### config.mk
export PLATFORM = sky130hd
export DESIGN_NAME = dmem_arbiter
export DESIGN_NICKNAME = d
export VERILOG_FILES = /design/src/rtl/dmem_arb_pkg.sv /design/src/rtl/dmem_arb_fair_cnt.sv /design/src/rtl/dmem_arbiter.sv
export SDC_FILE = /design/constraint.sdc
export NUM_CORES = 1
export LEC_CHECK = 0
export ABC_AREA = 1
export BUFFER_PORTS_ARGS = -buffer_cell sky130_fd_sc_hd__buf_2
export CORE_AREA = 3 3 226 228
export DETAILED_ROUTE_END_ITERATION = 7
export DIE_AREA = 0 0 229 231
export PLACE_DENSITY = 0.52
export SYNTH_ARGS = -nofsm -noshare
export SYNTH_HDL_FRONTEND = slang
export SYNTH_SLANG_ARGS = --single-unit
export TNS_END_PERCENT = 100
### constraint.sdc
create_clock -name clk -period 2.1 [get_ports clk]
set_input_delay 0.21 -clock clk [delete_from_list [all_inputs] [get_ports clk]]
set_output_delay 0.21 -clock clk [all_outputs]
set_load 0.05 [all_outputs]
### src/rtl/dmem_arb_pkg.sv
// Shared types and constants for the Data_Mem arbiter.
package dmem_arb_pkg;

    typedef enum logic [1:0] {
        ST_IDLE    = 2'd0,
        ST_ACC_CPU = 2'd1,
        ST_ACC_DBG = 2'd2
    } arb_state_t;

    localparam logic RW_READ  = 1'b0;
    localparam logic RW_WRITE = 1'b1;

    localparam int unsigned DEF_AW = 64;
    localparam int unsigned DEF_DW = 64;

endpackage

### src/rtl/dmem_arb_fair_cnt.sv
// Saturating debug-starvation counter; o_starved flags that the debug
// requester has waited MAX_WAIT arbitration edges without a grant.
module dmem_arb_fair_cnt #(
    parameter int unsigned MAX_WAIT = 4
) (
    input  logic clk,
    input  logic rst,
    input  logic i_inc,
    input  logic i_clr,
    output logic o_starved
);

    localparam int unsigned CW = $clog2(MAX_WAIT + 1);
    localparam logic [CW-1:0] MAX_C = CW'(MAX_WAIT);

    logic [CW-1:0] r_cnt;

    // Count waiting edges, hold at MAX_WAIT, clear on grant or request drop.
    always_ff @(posedge clk) begin
        if (!rst) begin
            r_cnt <= '0;
        end else if (i_clr) begin
            r_cnt <= '0;
        end else if (i_inc && (r_cnt != MAX_C)) begin
            r_cnt <= r_cnt + CW'(1);
        end
    end

    assign o_starved = (r_cnt == MAX_C);

endmodule

### src/rtl/dmem_arbiter.sv
// Two-requester arbiter in front of Data_Mem (CPU path and debug/loader).
// CPU has priority until halt; afterwards only the debug port is served.
// Optional build macro: DMEM_ARB_FAIR_EN enables the debug starvation
// override (debug wins after MAX_WAIT lost arbitrations).
module dmem_arbiter
    import dmem_arb_pkg::*;
#(
    parameter int unsigned AW       = DEF_AW,
    parameter int unsigned DW       = DEF_DW,
    parameter int unsigned MAX_WAIT = 4
) (
    input  logic          clk,
    input  logic          rst,
    input  logic          halt,
    input  logic          cpu_req,
    input  logic          cpu_rw,
    input  logic [AW-1:0] cpu_addr,
    input  logic [DW-1:0] cpu_wdata,
    output logic          cpu_gnt,
    output logic          cpu_rvalid,
    output logic [DW-1:0] cpu_rdata,
    input  logic          dbg_req,
    input  logic          dbg_rw,
    input  logic [AW-1:0] dbg_addr,
    input  logic [DW-1:0] dbg_wdata,
    output logic          dbg_gnt,
    output logic          dbg_rvalid,
    output logic [DW-1:0] dbg_rdata,
    output logic          mem_rw,
    output logic [AW-1:0] mem_addr,
    output logic [DW-1:0] mem_wdata,
    input  logic [DW-1:0] mem_rdata
);

    arb_state_t r_state;
    arb_state_t w_next;
    logic       r_halted;
    logic       w_cpu_elig;
    logic       w_dbg_elig;
    logic       w_fair_win;

    // A requester is never re-granted on the edge that ends its own access.
    assign w_cpu_elig = cpu_req && !r_halted && (r_state != ST_ACC_CPU);
    assign w_dbg_elig = dbg_req && (r_state != ST_ACC_DBG);

`ifdef DMEM_ARB_FAIR_EN
    logic w_starved;

    dmem_arb_fair_cnt #(
        .MAX_WAIT (MAX_WAIT)
    ) u_fair_cnt (
        .clk       (clk),
        .rst       (rst),
        .i_inc     (dbg_req && (w_next != ST_ACC_DBG)),
        .i_clr     (!dbg_req || (w_next == ST_ACC_DBG)),
        .o_starved (w_starved)
    );

    assign w_fair_win = w_starved && w_dbg_elig;
`else
    // Strict CPU priority; MAX_WAIT has no effect in this build.
    assign w_fair_win = 1'b0 && (MAX_WAIT != 0);
`endif

    // Arbitration: starvation override, then CPU, then debug.
    always_comb begin
        w_next = ST_IDLE;
        if (w_fair_win) begin
            w_next = ST_ACC_DBG;
        end else if (w_cpu_elig) begin
            w_next = ST_ACC_CPU;
        end else if (w_dbg_elig) begin
            w_next = ST_ACC_DBG;
        end
    end

    // FSM with registered grant, memory command and read-return outputs.
    always_ff @(posedge clk) begin
        if (!rst) begin
            r_state    <= ST_IDLE;
            r_halted   <= 1'b0;
            cpu_gnt    <= 1'b0;
            dbg_gnt    <= 1'b0;
            cpu_rvalid <= 1'b0;
            dbg_rvalid <= 1'b0;
            cpu_rdata  <= '0;
            dbg_rdata  <= '0;
            mem_rw     <= RW_READ;
            mem_addr   <= '0;
            mem_wdata  <= '0;
        end else begin
            if (halt) begin
                r_halted <= 1'b1;
            end

            // Close out the access of the cycle that is ending.
            cpu_rvalid <= (r_state == ST_ACC_CPU) && (mem_rw == RW_READ);
            dbg_rvalid <= (r_state == ST_ACC_DBG) && (mem_rw == RW_READ);
            if ((r_state == ST_ACC_CPU) && (mem_rw == RW_READ)) begin
                cpu_rdata <= mem_rdata;
            end
            if ((r_state == ST_ACC_DBG) && (mem_rw == RW_READ)) begin
                dbg_rdata <= mem_rdata;
            end

            // Launch the next access with the winner's registered command.
            r_state <= w_next;
            cpu_gnt <= (w_next == ST_ACC_CPU);
            dbg_gnt <= (w_next == ST_ACC_DBG);
            case (w_next)
                ST_ACC_CPU: begin
                    mem_rw    <= (cpu_rw == RW_WRITE);
                    mem_addr  <= cpu_addr;
                    mem_wdata <= cpu_wdata;
                end
                ST_ACC_DBG: begin
                    mem_rw    <= (dbg_rw == RW_WRITE);
                    mem_addr  <= dbg_addr;
                    mem_wdata <= dbg_wdata;
                end
                default: begin
                    mem_rw    <= RW_READ;
                    mem_addr  <= '0;
                    mem_wdata <= '0;
                end
            endcase
        end
    end

endmodule

## Word-level counts from Yosys, hierarchy flattened

Index checks and enable logic that the tools add are counted.

- Bits in registers: 264
- Input port bits: 327
- Output and inout port bits: 261
- Logic and storage cells: 29

- Equal/unequal tests: 6
- Muxes and demuxes: 5
- Bitwise operators: 1
- Reduce and logical (&&, ||, !) cells: 6

Operator list:

| kind | number |
|---|---|
| case mux 64 bit (2 select lines) | 2 |
| logical AND 1 bit | 5 |
| == test 2 x 1 -> 1 bit, second input constant | 2 |
| == test 2 bit, second input constant | 2 |
| 2-to-1 mux 2 bit | 2 |
| inequality test 2 x 1 -> 1 bit, second input constant | 1 |
| inequality test 2 bit, second input constant | 1 |
| case mux 1 bit (2 select lines) | 1 |
| logical NOT 1 bit | 1 |
| NOT 1 bit | 1 |

## Longest topological paths before layout

Gate-level depths: netlist (run 1).

- Depth in word-level cells: 6
- Depth in mapped cells: 7
- Mapped depth without buffers: 5

## Worst setup path before layout (run 1)

No wires, ideal clock.

- Kind: register -> register
- Start point: reg, netlist name dbg_gnt
- End point: reg mem_addr[0]
- Setup time: 113 ps
- Arrival time: 1,423 ps
- Required time: 1,987 ps
- Path slack: 564 ps
- Cell stages (with the launch flop): 8
- Buffers on the path: 2
- Clock period less this slack: 1,536 ps
- Cells stage by stage: dfxtp_1 -> inv_1 -> nand2_1 -> nand2_2 -> buf_2 -> buf_2 -> nand3_1 -> nand2_1

RTL lines:

| what | line | RTL |
|---|---|---|
| end signal: assignment | dmem_arbiter.sv:113 | `mem_addr <= cpu_addr;` |
| end signal: assignment | dmem_arbiter.sv:118 | `mem_addr <= dbg_addr;` |
| end: declaration | dmem_arbiter.sv:30 | `output logic [AW-1:0] mem_addr,` |

==> out/results.tsv, run 1 <==
metric	value	unit
whs	0.0198	ns
die_x	229	um
core	49100	um2
vias_per_cell	4.26	
critPathMaxStageDelay	0.57	ns
grt_pass1_wl	73000	um
antenna_found_initial	2	
syn-cell-area	10200	um2
cp_cell_sequence	inv_1 -> nand2_4 -> nand2_4 -> buf_16 -> nand3_1 -> nand2_1 -> dlygate4sd3_1	
hold_path.class	in2reg	
rsz0062_at_grt	no	
finClkSkew	0.0102	ns
p_leak	9.88	nW
drtAntennaViolNets	0	
insertion_delay	0.57	ns
clock.fmax	512	MHz
synth_cell_types	14	
fin_nets	2606	
cts_max_level	1	
dr.first_iter.drc_count	823	
cts.reportedPaths.clkPinSlew	0.06	ns
worst_pin_slew	0.704	ns
syn_area_per_cell	7.19	um2
ys_seq_elements	263	
vdd_drop_max	0.515	mV
ys_seq_area_frac	0.515	
gp_congestion	0.903	
cp_slowest_cell	dlygate4sd3_1	
numClockSinks	263	
fill_cells	5016	
rows	81	
crit_type	reg2reg	
status	finished, final reports clean	
start_util	0.209	
power_density	785	nW/um2
grt_max_degree	138	
period_share	0.931	
first_global_vias	12800	
cp.arrival	2.40	ns
dr.pass1.iters	5	
slew_viol_final	0	
numCtsBuffers	31	
root_buffer	clkbuf_16	
fin_tns_setup	0	ns
synth_nets	1749	
cts_buffer_depth	3	
relSlewSlack	0.530	
crit_family	buffers and inverters	
yosys_warnings	0	
period_needed	1.95	ns
grt_overflow	0	
grt_usage	0.173	
cp.required	2.55	ns
cp_common_cell	nand2_4	
dp_hpwl	33100	um
die-height	231	um
synthToLayoutAreaGrowth	77.4	%
wl_per_cell	16.2	um
hold_violations	0	
maxCapViolCount	0	
drc	0	
wl	48100	um
critPathLaunchType	register	
endpoint_kind	register	
cp_max_fo	30	
route.vias.total	12600	
finalSetupViolCount	0	
multi_input_area	3980	um2
cts_tree	built	
post_cts_buffers	0	
drive_above_1_share	0.291	
dieArea	52900	um2
io_buffers	587	
seqCellArea	5270	um2
crit_buf_inv	3	
num_io_pins	588	
synthCells	1422	
[Yosys cell counts (all sizes together)]
master / number / share of area
a21oi: 1 / 0.00086
and2: 1 / 0.00061
buf: 92 / 0.045
clkbuf: 21 / 0.0077
dfxtp: 263 / 0.51
inv: 133 / 0.049
nand2: 388 / 0.14
nand3: 131 / 0.064
nand4: 129 / 0.079
nor2: 263 / 0.097
[worst min-delay path, delay by kind of cell]
family / cells / cell delay (ns)
buffers and inverters: 1 / 0.13
AND/OR/NAND/NOR: 2 / 0.19
[cell usage in the layout, fill, tap and decap left out]
cell and n:
nand2_1 386, clkinv_2 4, buf_2 586, nand2_4 2, buf_4 14, clkinvlp_4 2
inv_1 133, dfxtp_1 261, clkbuf_1 8, dlygate4sd3_1 322, buf_12 12, and2_1 1
dfxtp_2 2, bufinv_16 2, nand3_1 129, a21oi_4 1, buf_16 1, nor2_4 1
nor2_1 262, inv_6 2, clkbuf_16 32, diode_2 2, clkbuf_8 7, nand3_4 2
nand4_1 129
[where the power goes]
| group | total (W) | internal (W) | switching, W |
|---|---|---|---|
| registers | 0.00546 | 0.00533 | 0.000135 |
| logic | 0.00349 | 0.00116 | 0.00233 |
| clock network | 0.00530 | 0.00316 | 0.00214 |
| total | 0.0142 | 0.00965 | 0.00460 |
[through the flow]
step / util / worst slack [ns] / cells / area (um2) / power [W]
floorplan: - / 0.564 / 1422 / 10200 / 0.00749
global placement: 0.283 / 0.466 / 2587 / 13900 / 0.00851
detailed placement: 0.283 / 0.457 / 2587 / 13900 / 0.00853
CTS: 0.369 / 0.0227 / 2964 / 18100 / 0.0144
global route: 0.370 / 0.0150 / 2966 / 18100 / 0.0149
finish: 0.370 / 0.146 / 2967 / 18100 / 0.0142
[sequential cells by signal, indices dropped and copies added (netlist names)]
name / flops
mem_rw: 1
cpu_rvalid: 1
r_state: 1
dbg_rdata: 64
cpu_rdata: 64
dbg_rvalid: 1
r_halted: 1
cpu_gnt: 1
mem_wdata: 64
mem_addr: 64
dbg_gnt: 1
[area by class of cell]
cell class | count | share of cell area
timing repair buffer | 937 | 0.362
clock inverter | 10 | 0.00621
clock buffer | 45 | 0.0490
sequential | 263 | 0.290
antenna | 2 | 0.000276
multi-input combinational | 913 | 0.219
tap | 664 | 0.0458
inverter | 133 | 0.0275
[cell families (layout without fill, tap and decap cells)]
kind of cell,count (synthesis),count (layout),synth area share
AND/OR/NAND/NOR,912,912,0.383
buffers and inverters,246,1125,0.102
flip-flops,263,263,0.515
other,0,2,0
AO/OA/AOI/OAI,1,1,0.000856
[metal layers]
metal	up-vias	GRT usage	routed length, um	part of all wire
li1	6168	-	-	-
met3	123	0.0386	3510	0.073
met2	631	0.298	22900	0.48
met1	5704	0.203	19000	0.40
met4	0	0.0835	2630	0.055
met5	-	0	0	0
[timing repair]
item | in CTS | in global routing
endpoints found under the hold margin | 257 | 0
gates resized for setup | 0 | 3
endpoints found under the setup margin | 0 | 23
hold buffers | 322 | 0
[path summary, 6_finish.rpt]
check | end | slack [ns] | cells after the start | start
worst min-delay path | mem_addr[61]$_SDFF_PN0_ | 0.02 | 3 | dbg_addr[61]
worst max register to register | mem_wdata[56]$_SDFF_PN0_ | 0.15 | 7 | dbg_gnt$_SDFF_PN0_
worst min register to register | cpu_rdata[7]$_SDFFE_PN0P_ | 0.51 | 4 | cpu_rdata[7]$_SDFFE_PN0P_
worst max-delay path | mem_wdata[56]$_SDFF_PN0_ | 0.15 | 7 | dbg_gnt$_SDFF_PN0_
(Power assumes the default switching activity.)
==> inputs of run 2 (changes only) <==
==> constraint.sdc (replaced) <==
create_clock -name clk -period 2.1 [get_ports clk]
set_input_delay 0.105 -clock clk [delete_from_list [all_inputs] [get_ports clk]]
set_output_delay 0.105 -clock clk [all_outputs]
set_load 0.05 [all_outputs]
==> run 2 against run 1 <==
Compared with the run above:
- sequential power about the same
- clock power shrank 0.8%
- final cell count increased by 0.10%
- setup slack hardly changed
- non-clock buffer count increased by 7
- total power about the same
- flip-flop and latch count unchanged
- hold slack gained 0.058 ns
- fmax about the same
- sequential share of layout area down 0.12 points
- clock skew grew 0.0029 ns
- global-route usage fell by 0.17 points
==> out/results.tsv, run 2 (synthesized netlist as in run 1, its figures left out) <==
metric	value	unit	change
period_needed	1.95	ns	about the same
cp_max_fo	28		was 30
insertion_delay	0.57	ns	about the same
relSlewSlack	0.503		was 0.530
io_buffers	587		unchanged
whs	0.0773	ns	was 0.0198 ns
numClockSinks	263		unchanged
dp_hpwl	32700	um	was 33100 um
synthToLayoutAreaGrowth	78.1	%	was 77.4%
finalSetupViolCount	0		unchanged
hold_violations	0		unchanged
layout_commonest_cell	buf_2		unchanged
cp.required	2.54	ns	was 2.55 ns
root_buffer	clkbuf_16		unchanged
core	49100	um2	unchanged
num_io_pins	588		unchanged
fin_nets	2612		was 2606
rows	81		unchanged
rsz0062_at_grt	no		unchanged
grt_usage	0.171		was 0.173
grt_overflow	0		unchanged
die-height	231	um	unchanged
wl_met3	3780	um	was 3510 um
finClkSkew	0.0131	ns	was 0.0102 ns
wl_met2	23100	um	was 22900 um
vdd_drop_max	0.588	mV	was 0.515 mV
numCtsBuffers	30		was 31
hold_path.class	in2reg		unchanged
first_global_vias	12700		was 12.8k
final_cell_mix	586 x buf_2, 386 x nand2_1, 326 x dlygate4sd3_1		was 586 x buf_2, 386 x nand2_1, 322 x dlygate4sd3_1
setup_ws	0.145	ns	was 0.146 ns
vias_per_cell	4.27		was 4.26
cts_tree	built		unchanged
start_util	0.209		unchanged
endpoint_kind	register		unchanged
grt_pass1_wl	72100	um	was 73000 um
gp_congestion	0.893		was 0.903
p_leak	9.95	nW	was 9.88 nW
dieArea	52900	um2	unchanged
wl	48700	um	was 48100 um
cts_buffer_depth	3		unchanged
topRoutingLayerUsed	met4		unchanged
crit_type	reg2reg		unchanged
cts_max_level	1		unchanged
critPathLaunchType	register		unchanged
cp.arrival	2.40	ns	about the same
route.layer.met1.wl	19100	um	was 19000 um
fill_cells	5053		was 5016
power_density	781	nW/um2	was 785 nW/um2
drc	0		unchanged
maxCapViolCount	0		unchanged
slew_viol_final	0		unchanged
period_share	0.931		about the same
cts.reportedPaths.clkPinSlew	0.06	ns	about the same
route.vias.total	12700		was 12.6k
status	finished, final reports clean		unchanged
clock.fmax	512	MHz	about the same
drive_above_1_share	0.292		was 0.291
worst_pin_slew	0.746	ns	was 0.704 ns
die_x	229	um	unchanged
drtAntennaViolNets	0		unchanged
antenna_found_initial	0		was 2
dr.pass1.iters	5		unchanged
fin_tns_setup	0	ns	unchanged
wl_per_cell	16.4	um	was 16.2 um
grt_max_degree	146		was 138
dp_slack	0.468	ns	was 0.457 ns
dr.first_iter.drc_count	712		was 823
==> run 2: timing repair <==
item	4_1_cts	5_1_grt
endpoints found under the hold margin	259	0
buffers inserted	0	2
gates resized for setup	0	5
endpoints found under the setup margin	0	48
hold buffers	326	0
==> run 2: cell type report <==
cell class,instances,area [um2],area share
Inverter,133,499,0.0274
Timing Repair Buffer,944,6650,0.365
Multi-Input combinational cell,913,3990,0.219
Clock buffer,44,883,0.0485
Sequential cell,263,5270,0.289
Antenna cell,1,2.50,0.000137
Clock inverter,8,105,0.00577
Tap cell,664,831,0.0456
==> run 2: where the power goes <==
part	total, W	leakage (nW)	switching, W	internal, W
registers	0.00547	2.16	0.000136	0.00533
logic	0.00351	7.30	0.00234	0.00118
clock network	0.00526	0.490	0.00213	0.00313
==> run 2: routing by layer <==
layer,GRT usage,vias up
met5,0,-
met4,0.0857,0
met3,0.0433,119
met2,0.294,625
met1,0.197,5764
li1,-,6178
==> run 2: final timing paths <==
path         slack, ns                          to                       start  cells after the start
max               0.15    mem_wdata[60]$_SDFF_PN0_          dbg_gnt$_SDFF_PN0_                      7
min               0.08       r_state[0]$_SDFF_PN0_                     cpu_req                      5
max reg2reg       0.15    mem_wdata[60]$_SDFF_PN0_          dbg_gnt$_SDFF_PN0_                      7
min reg2reg       0.51  dbg_rdata[56]$_SDFFE_PN0P_  dbg_rdata[56]$_SDFFE_PN0P_                      4
==> run 2: through the flow <==
step                std cells  cell area, um2  total power [W]  utilization
finish                   2970           18200           0.0142        0.371
global route             2969           18200           0.0149        0.371
CTS                      2964           18100           0.0143        0.369
detailed placement       2586           13800          0.00852        0.282
global placement         2586           13800          0.00849        0.282
floorplan                1422           10200          0.00749            -
==> run 2: critical path, stage by stage, from the launching register on <==
cell and delay, ns:
dfxtp_2 0.39, inv_1 0.12, nand2_4 0.17, nand2_8 0.16, buf_16 0.22, nand3_1 0.11
nand2_1 0.07, dlygate4sd3_1 0.57
